$ cat src/rtl/uart_rx.sv
// 8N1 UART receiver with two-flop input synchroniser, mid-bit sampling and glitch/framing rejection.
// Optional even-parity bit (8E1) when UART_RX_PARITY_EN is defined.
module uart_rx #(
    parameter int CLK_HZ       = 50_000_000,
    parameter int BAUD         = 115200,
    parameter int CLKS_PER_BIT = (CLK_HZ + BAUD / 2) / BAUD
) (
    input  logic       clk,
    input  logic       rst_n,
    input  logic       rx,
    output logic [7:0] data,
    output logic       valid,
    output logic       frame_err,
    output logic       parity_err,
    output logic       busy
);

    localparam int CW = $clog2(CLKS_PER_BIT);
    localparam logic [CW-1:0] LAST      = CW'(CLKS_PER_BIT - 1);
    localparam logic [CW-1:0] HALF_LAST = CW'(CLKS_PER_BIT / 2 - 1);
    localparam logic [CW-1:0] ONE       = CW'(1);

    if (CLKS_PER_BIT < 4) begin : g_bad_cfg
        $error("uart_rx: CLKS_PER_BIT must be >= 4");
    end

    typedef enum logic [2:0] {
        IDLE,
        START,
        DATA,
`ifdef UART_RX_PARITY_EN
        PARITY,
`endif
        STOP,
        BREAK
    } state_t;

    state_t        state, state_next;
    logic          rx_meta, rx_s;
    logic [CW-1:0] clk_cnt, clk_cnt_next;
    logic [2:0]    bit_idx, bit_idx_next;
    logic [7:0]    shift_reg, shift_next;
    logic [7:0]    data_next;
    logic          valid_next, frame_err_next;
`ifdef UART_RX_PARITY_EN
    logic          par_bad, par_bad_next;
    logic          parity_err_next;
`endif

    always_ff @(posedge clk or negedge rst_n) begin
        if (!rst_n) begin
            rx_meta <= 1'b1;
            rx_s    <= 1'b1;
        end else begin
            rx_meta <= rx;
            rx_s    <= rx_meta;
        end
    end

    always_ff @(posedge clk or negedge rst_n) begin
        if (!rst_n) begin
            state      <= IDLE;
            clk_cnt    <= '0;
            bit_idx    <= '0;
            shift_reg  <= '0;
            data       <= '0;
            valid      <= 1'b0;
            frame_err  <= 1'b0;
            busy       <= 1'b0;
`ifdef UART_RX_PARITY_EN
            par_bad    <= 1'b0;
            parity_err <= 1'b0;
`endif
        end else begin
            state      <= state_next;
            clk_cnt    <= clk_cnt_next;
            bit_idx    <= bit_idx_next;
            shift_reg  <= shift_next;
            data       <= data_next;
            valid      <= valid_next;
            frame_err  <= frame_err_next;
            busy       <= (state_next != IDLE);
`ifdef UART_RX_PARITY_EN
            par_bad    <= par_bad_next;
            parity_err <= parity_err_next;
`endif
        end
    end

    always_comb begin
        state_next   = state;
        clk_cnt_next = clk_cnt;
        bit_idx_next = bit_idx;
        shift_next   = shift_reg;
`ifdef UART_RX_PARITY_EN
        par_bad_next = par_bad;
`endif
        case (state)
            IDLE: begin
                if (!rx_s) begin
                    state_next   = START;
                    clk_cnt_next = '0;
`ifdef UART_RX_PARITY_EN
                    par_bad_next = 1'b0;
`endif
                end
            end
            START: begin
                if (clk_cnt == HALF_LAST) begin
                    clk_cnt_next = '0;
                    bit_idx_next = '0;
                    // A line already back high at mid-start was only a glitch.
                    state_next   = rx_s ? IDLE : DATA;
                end else begin
                    clk_cnt_next = clk_cnt + ONE;
                end
            end
            DATA: begin
                if (clk_cnt == LAST) begin
                    clk_cnt_next = '0;
                    shift_next   = {rx_s, shift_reg[7:1]};
                    if (bit_idx == 3'd7) begin
`ifdef UART_RX_PARITY_EN
                        state_next = PARITY;
`else
                        state_next = STOP;
`endif
                    end else begin
                        bit_idx_next = bit_idx + 3'd1;
                    end
                end else begin
                    clk_cnt_next = clk_cnt + ONE;
                end
            end
`ifdef UART_RX_PARITY_EN
            PARITY: begin
                if (clk_cnt == LAST) begin
                    clk_cnt_next = '0;
                    par_bad_next = ^{shift_reg, rx_s};
                    state_next   = STOP;
                end else begin
                    clk_cnt_next = clk_cnt + ONE;
                end
            end
`endif
            STOP: begin
                if (clk_cnt == LAST) begin
                    clk_cnt_next = '0;
                    state_next   = rx_s ? IDLE : BREAK;
                end else begin
                    clk_cnt_next = clk_cnt + ONE;
                end
            end
            BREAK: begin
                if (rx_s) state_next = IDLE;
            end
            default: state_next = IDLE;
        endcase
    end

    always_comb begin
        valid_next      = 1'b0;
        frame_err_next  = 1'b0;
        data_next       = data;
`ifdef UART_RX_PARITY_EN
        parity_err_next = 1'b0;
`endif
        if (state == STOP && clk_cnt == LAST) begin
            // A low stop bit wins over any parity result.
            if (!rx_s) begin
                frame_err_next = 1'b1;
            end
`ifdef UART_RX_PARITY_EN
            else if (par_bad) begin
                parity_err_next = 1'b1;
            end
`endif
            else begin
                valid_next = 1'b1;
                data_next  = shift_reg;
            end
        end
    end

`ifndef UART_RX_PARITY_EN
    assign parity_err = 1'b0;
`endif

endmodule

$ cat config.mk
export PLATFORM = sky130hd
export DESIGN_NAME = uart_rx
export DESIGN_NICKNAME = d
export VERILOG_FILES = /design/src/rtl/uart_rx.sv
export SDC_FILE = /design/constraint.sdc
export NUM_CORES = 1
export LEC_CHECK = 0
export CORE_ASPECT_RATIO = 1.2
export CORE_UTILIZATION = 54
export CTS_BUF_LIST = sky130_fd_sc_hd__clkbuf_8
export CTS_CLUSTER_DIAMETER = 120
export DETAILED_ROUTE_END_ITERATION = 8
export PLACE_DENSITY = 0.9
export SYNTH_ARGS = -nofsm -noshare
export SYNTH_HDL_FRONTEND = slang
export SYNTH_SLANG_ARGS = --single-unit
$ cat constraint.sdc
create_clock -name clk -period 1.65 [get_ports clk]
set_input_delay 0.495 -clock clk [delete_from_list [all_inputs] [get_ports clk]]
set_output_delay 0.495 -clock clk [all_outputs]
set_load 0.05 [all_outputs]
# After elaboration in Yosys (flattened, before gate mapping)
# Index checks and enable logic that the tools add are counted.
# totals
ff_bits,36
out_inout_bits,12
elab_cells,54
# classes
n_addsub,2
n_eq_ne,11
muxes,21
reduce_logical,10
# ops
operator,n
2-to-1 mux 3 bit,10
2-to-1 mux 9 bit,3
one-hot mux 9 bit (3 select lines),1
one-hot mux 3 bit (5 select lines),1
adder 9 x 1 -> 9 bit (second input constant),1
== test 9 x 8 -> 1 bit (second input constant),1
== test 9 bit (second input constant),1
!= test 2 bit (second input constant),4
== test 3 x 2 -> 1 bit (second input constant),2
== test 3 bit (second input constant),2
one-hot mux 3 bit (2 select lines),1
AND reduction 2 bit,3
nonzero test 3 bit,2
2-to-1 mux 1 bit,4
AND reduction 4 bit,1
adder 3 x 1 -> 3 bit (second input constant),1
== test 3 x 1 -> 1 bit (second input constant),1
zero test 3 bit,1
2-to-1 mux 2 bit,1
nonzero test 2 bit,1
OR reduction 2 bit,1
logical AND 1 bit,1

# Logic depth before layout (Yosys ltp)
# logic_depth
ltp_word,5
mapped_depth,7
ltp_nobuf,6

# Least setup slack after synthesis
# Ideal clock, no wire load.
# synth_timing
path_type,register to register
startpoint,register clk_cnt[1]
endpoint,register data[0]
setup_ps,125
arrival_ps,1653
path_slack_ps,-128
path_stages_with_launch,8
period_less_slack_ps,1778
path_cell_list,dfrtp_1 -> inv_1 -> ha_1 -> and4bb_4 -> nand4_4 -> or2_1 -> buf_6 -> mux2_4
# synth_between
elab_chain_len,3
# synth_lines
element,line_no,rtl
start: declaration,40,"logic [CW-1:0] clk_cnt, clk_cnt_next;"
start signal: assignment,76,clk_cnt <= clk_cnt_next;
== test 9 bit,168,if (state == STOP && clk_cnt == LAST) begin
logical AND 1 bit,168,
AND reduction 2 bit (no line),-,
end signal: assignment,79,data <= data_next;
end: declaration,11,"output logic [7:0] data,"
# No other way between the ends.
# A chain may end at the register's enable or synchronous reset.

# Worst setup path after layout
# layout_timing
startpoint,register clk_cnt[0]
endpoint,register clk_cnt[2]
# layout_between
elab_chain_len,3
# layout_lines
element,line_no,rtl
"adder 9 x 1 -> 9 bit, or another cell as far along","115, 132, 151",
"2-to-1 mux 9 bit, on equally long branches","119, 147, 109",
one-hot mux 9 bit (3 select lines) *,98,case (state)
# Every way passes the cells marked *; elsewhere a longest branch is shown, timed or not.

==> metrics.cfg <==
[setup_path]
start_kind=flip-flop
worstPathMaxFanout=7
cp.required_ps=1830
regToRegEndpoint=clk_cnt[2]
r2r_setup_slack_ps=-100
crit_arrival_ps=1930
worst-r2r-cell-count=7
crit_type=flip-flop to flip-flop
r2r-start=clk_cnt[0]
cp-end-kind=flip-flop

[logic_synthesis]
synth_seq_area_share_pct=50.0
syn_nets=161
syn_area_sq_um=1810
syn_area_per_cell_sq_um=11.8
synth_cells=153
netlist-cell-type-count=48
ys_ff_latch=36
yosysWarnings=0
synth-async-reset-ratio_pct=100
synth_top_flop_cell=dfrtp_1
synth_edf_count=0

[global_route]
busiest_layer=met2
grt_max_degree=37
grt_pass1_wl_mm=6.57
grt.total_usage_pct=26.2
use_met1_pct=27.1
antenna_found_initial=0
grt_use_met3_pct=6.71
met2_usage_pct=46.8
grt-ovfl-total=0
grt_pass1_vias=1513

[pwr]
internal-power_w=0.00134
pwr-share-clk_pct=44.6
p_sw_w=0.000332
total_power_w=0.00167
seqPwrFrac_pct=53.1
swShare_pct=19.8
combPwrFrac_pct=2.4
power_density_nw_per_um2=650
peakVddDrop_mv=0.667
p_leak_nw=1.21

[clock_network]
clk_path_buf_depth=2
holdBufCountCts=0
cts_tree=done
clkTransAtPathRegs_ps=70
root_buffer=clkbuf_8
clk_latency_ps=280
htree_levels=2
cts_buffers=5
cts_num_sinks=36

[floorplan]
dieArea_sq_um=3580
core_sq_um=3110
pin_count=15
start_util_pct=58.1
rows=22
die_x_um=54.8
die_height_um=65.4

[sta]
finalSetupTns_ps=-726
hold_viol_final=0
rsz0062_at_grt=true
slew_violations=0
timing.final.crit_share_pct=106
whs_ps=360
final-setup-viol-count=15
setup_slack_ps=-98.8
period_needed_ps=1750
skew_ps=2.93
max_freq_ghz=0.572

[job]
drv_cap=0

[drt]
routed_wirelength_mm=4.39
drc=0
post_drt_wl_per_cell_um=18.4
dr.pass1.iters=4
post_drt_via_cell_ratio=6.09
drtIter0Drc=61
vias=1450
ant_nets=0

[outcome]
status=finished, violations left
violations=negative setup slack

[place]
post-place-ws_ps=-212
gp_congestion=0.827
port_buffers=13
hpwl_mm=2.75

[final_layout]
diodes=0
multi_input_area_sq_um=953
fillers=167
largest_register_ffs=9
seq_area_sq_um=905
layout-drive-gt1-share_pct=48.0
fin_nets=209
area_growth_pct=42.3

[min_path]
min_path_type=flip-flop to flip-flop
whs_path_depth=0
min-delay-start=rx_meta
hold_path_end=rx_s

[layout make-up]
type	instances	share of cell area, %
timing repair buffer	45	20.2
clock buffer	5	2.68
multi-input combinational	102	37.1
tap	36	1.75
clock inverter	3	1.51
sequential	36	35.2
inverter	11	1.61
[power groups by stage]
stage                     sequential, W  combinational (W)  clock, W
after floorplan                0.000904          0.0000106         0
after global placement         0.000904          0.0000375         0
after detailed placement       0.000904          0.0000385         0
after CTS                      0.000887          0.0000401  0.000762
after global routing           0.000887          0.0000442  0.000794
final                          0.000888          0.0000395  0.000745
[cell usage after synthesis, drive strengths merged (2+ instances only)]
| cell type | instances | area (sq um) |
|---|---|---|
| or2 | 2 | 12.5 |
| nand3 | 5 | 30.0 |
| inv | 11 | 41.3 |
| nor3 | 3 | 15.0 |
| buf | 4 | 35.0 |
| nor2 | 3 | 13.8 |
| o2111ai | 3 | 26.3 |
| and3 | 2 | 12.5 |
| and3b | 2 | 17.5 |
| nand2 | 15 | 56.3 |
| o22ai | 2 | 12.5 |
| dfrtp | 34 | 851 |
| a21oi | 6 | 30.0 |
| nor3b | 2 | 20.0 |
| a21o | 2 | 15.0 |
| nand4 | 2 | 27.5 |
| o211ai | 2 | 15.0 |
| o21a | 2 | 15.0 |
| mux2i | 3 | 30.0 |
| ha | 5 | 62.6 |
| mux2 | 17 | 221 |
| dfstp | 2 | 52.6 |
| nor2b | 2 | 12.5 |
| o21ai | 7 | 35.0 |
[stage by stage]
stage / util [%] / instances / instance area, sq um
after CTS: 79.1 / 234 / 2460
after global routing: 82.7 / 238 / 2570
after detailed placement: 72.4 / 220 / 2250
after global placement: 72.4 / 220 / 2250
after floorplan: - / 153 / 1820
final: 82.7 / 238 / 2570
[worst max-delay path by stage]
stage / start / to / slack [ps] / depth (start not counted)
4_1_cts: clk_cnt[0] / clk_cnt[2] / -80 / 7
2_1_floorplan: clk_cnt[1] / data[0] / -110 / 7
6_report: clk_cnt[0] / clk_cnt[2] / -100 / 7
5_1_grt: clk_cnt[0] / clk_cnt[2] / -130 / 7
3_5_place_dp: clk_cnt[1] / data[1] / -210 / 6
3_3_place_gp: clk_cnt[1] / data[0] / -140 / 6
[cell usage in the layout (no fill, tap or decap), types with 3 or more instances in the layout]
cell type  instances
mux2_4             9
o21ai_1            3
buf_4             24
mux2i_1            3
buf_12            12
nor3_1             3
nand3_1            4
inv_1             10
a21oi_1            4
mux2_2             8
buf_6              7
o21ai_0            4
clkbuf_8           5
dfrtp_1           33
nand2_1           15
[worst max-delay path, stage by stage, from the launching register on]
cell	delay (ps)
dfrtp_2	430
inv_2	50
ha_2	150
and3b_2	220
a311oi_4	270
buf_6	200
nor2_4	70
o311ai_2	250
[routing by layer]
layer | routed length, um | vias up
li1 | - | 650
met1 | 1690 | 728
met2 | 2410 | 56
met3 | 170 | 16
met4 | 122 | 0
met5 | 0 | -
[cell families (layout without fill, tap and decap cells)]
kind of cell | Yosys count | in the layout | share of synthesized area (%)
muxes | 20 | 20 | 13.9
buffers and inverters | 16 | 64 | 4.43
and+or+nand+nor | 43 | 44 | 14.7
adders and majority gates | 5 | 5 | 3.46
DFF | 36 | 36 | 50.0
other | 1 | 1 | 0.208
AOI/OAI and AO/OA | 32 | 32 | 13.3
[what timing repair did]
item / CTS / global route
pin swaps: 6 / 6
setup buffers: 5 / 5
endpoints found under the setup margin: 28 / 20
gates resized for setup: 17 / 17
hold endpoints to repair: 0 / 0
gates cloned: 1 / 0
No activity file was read; power rests on OpenSTA's default activity.
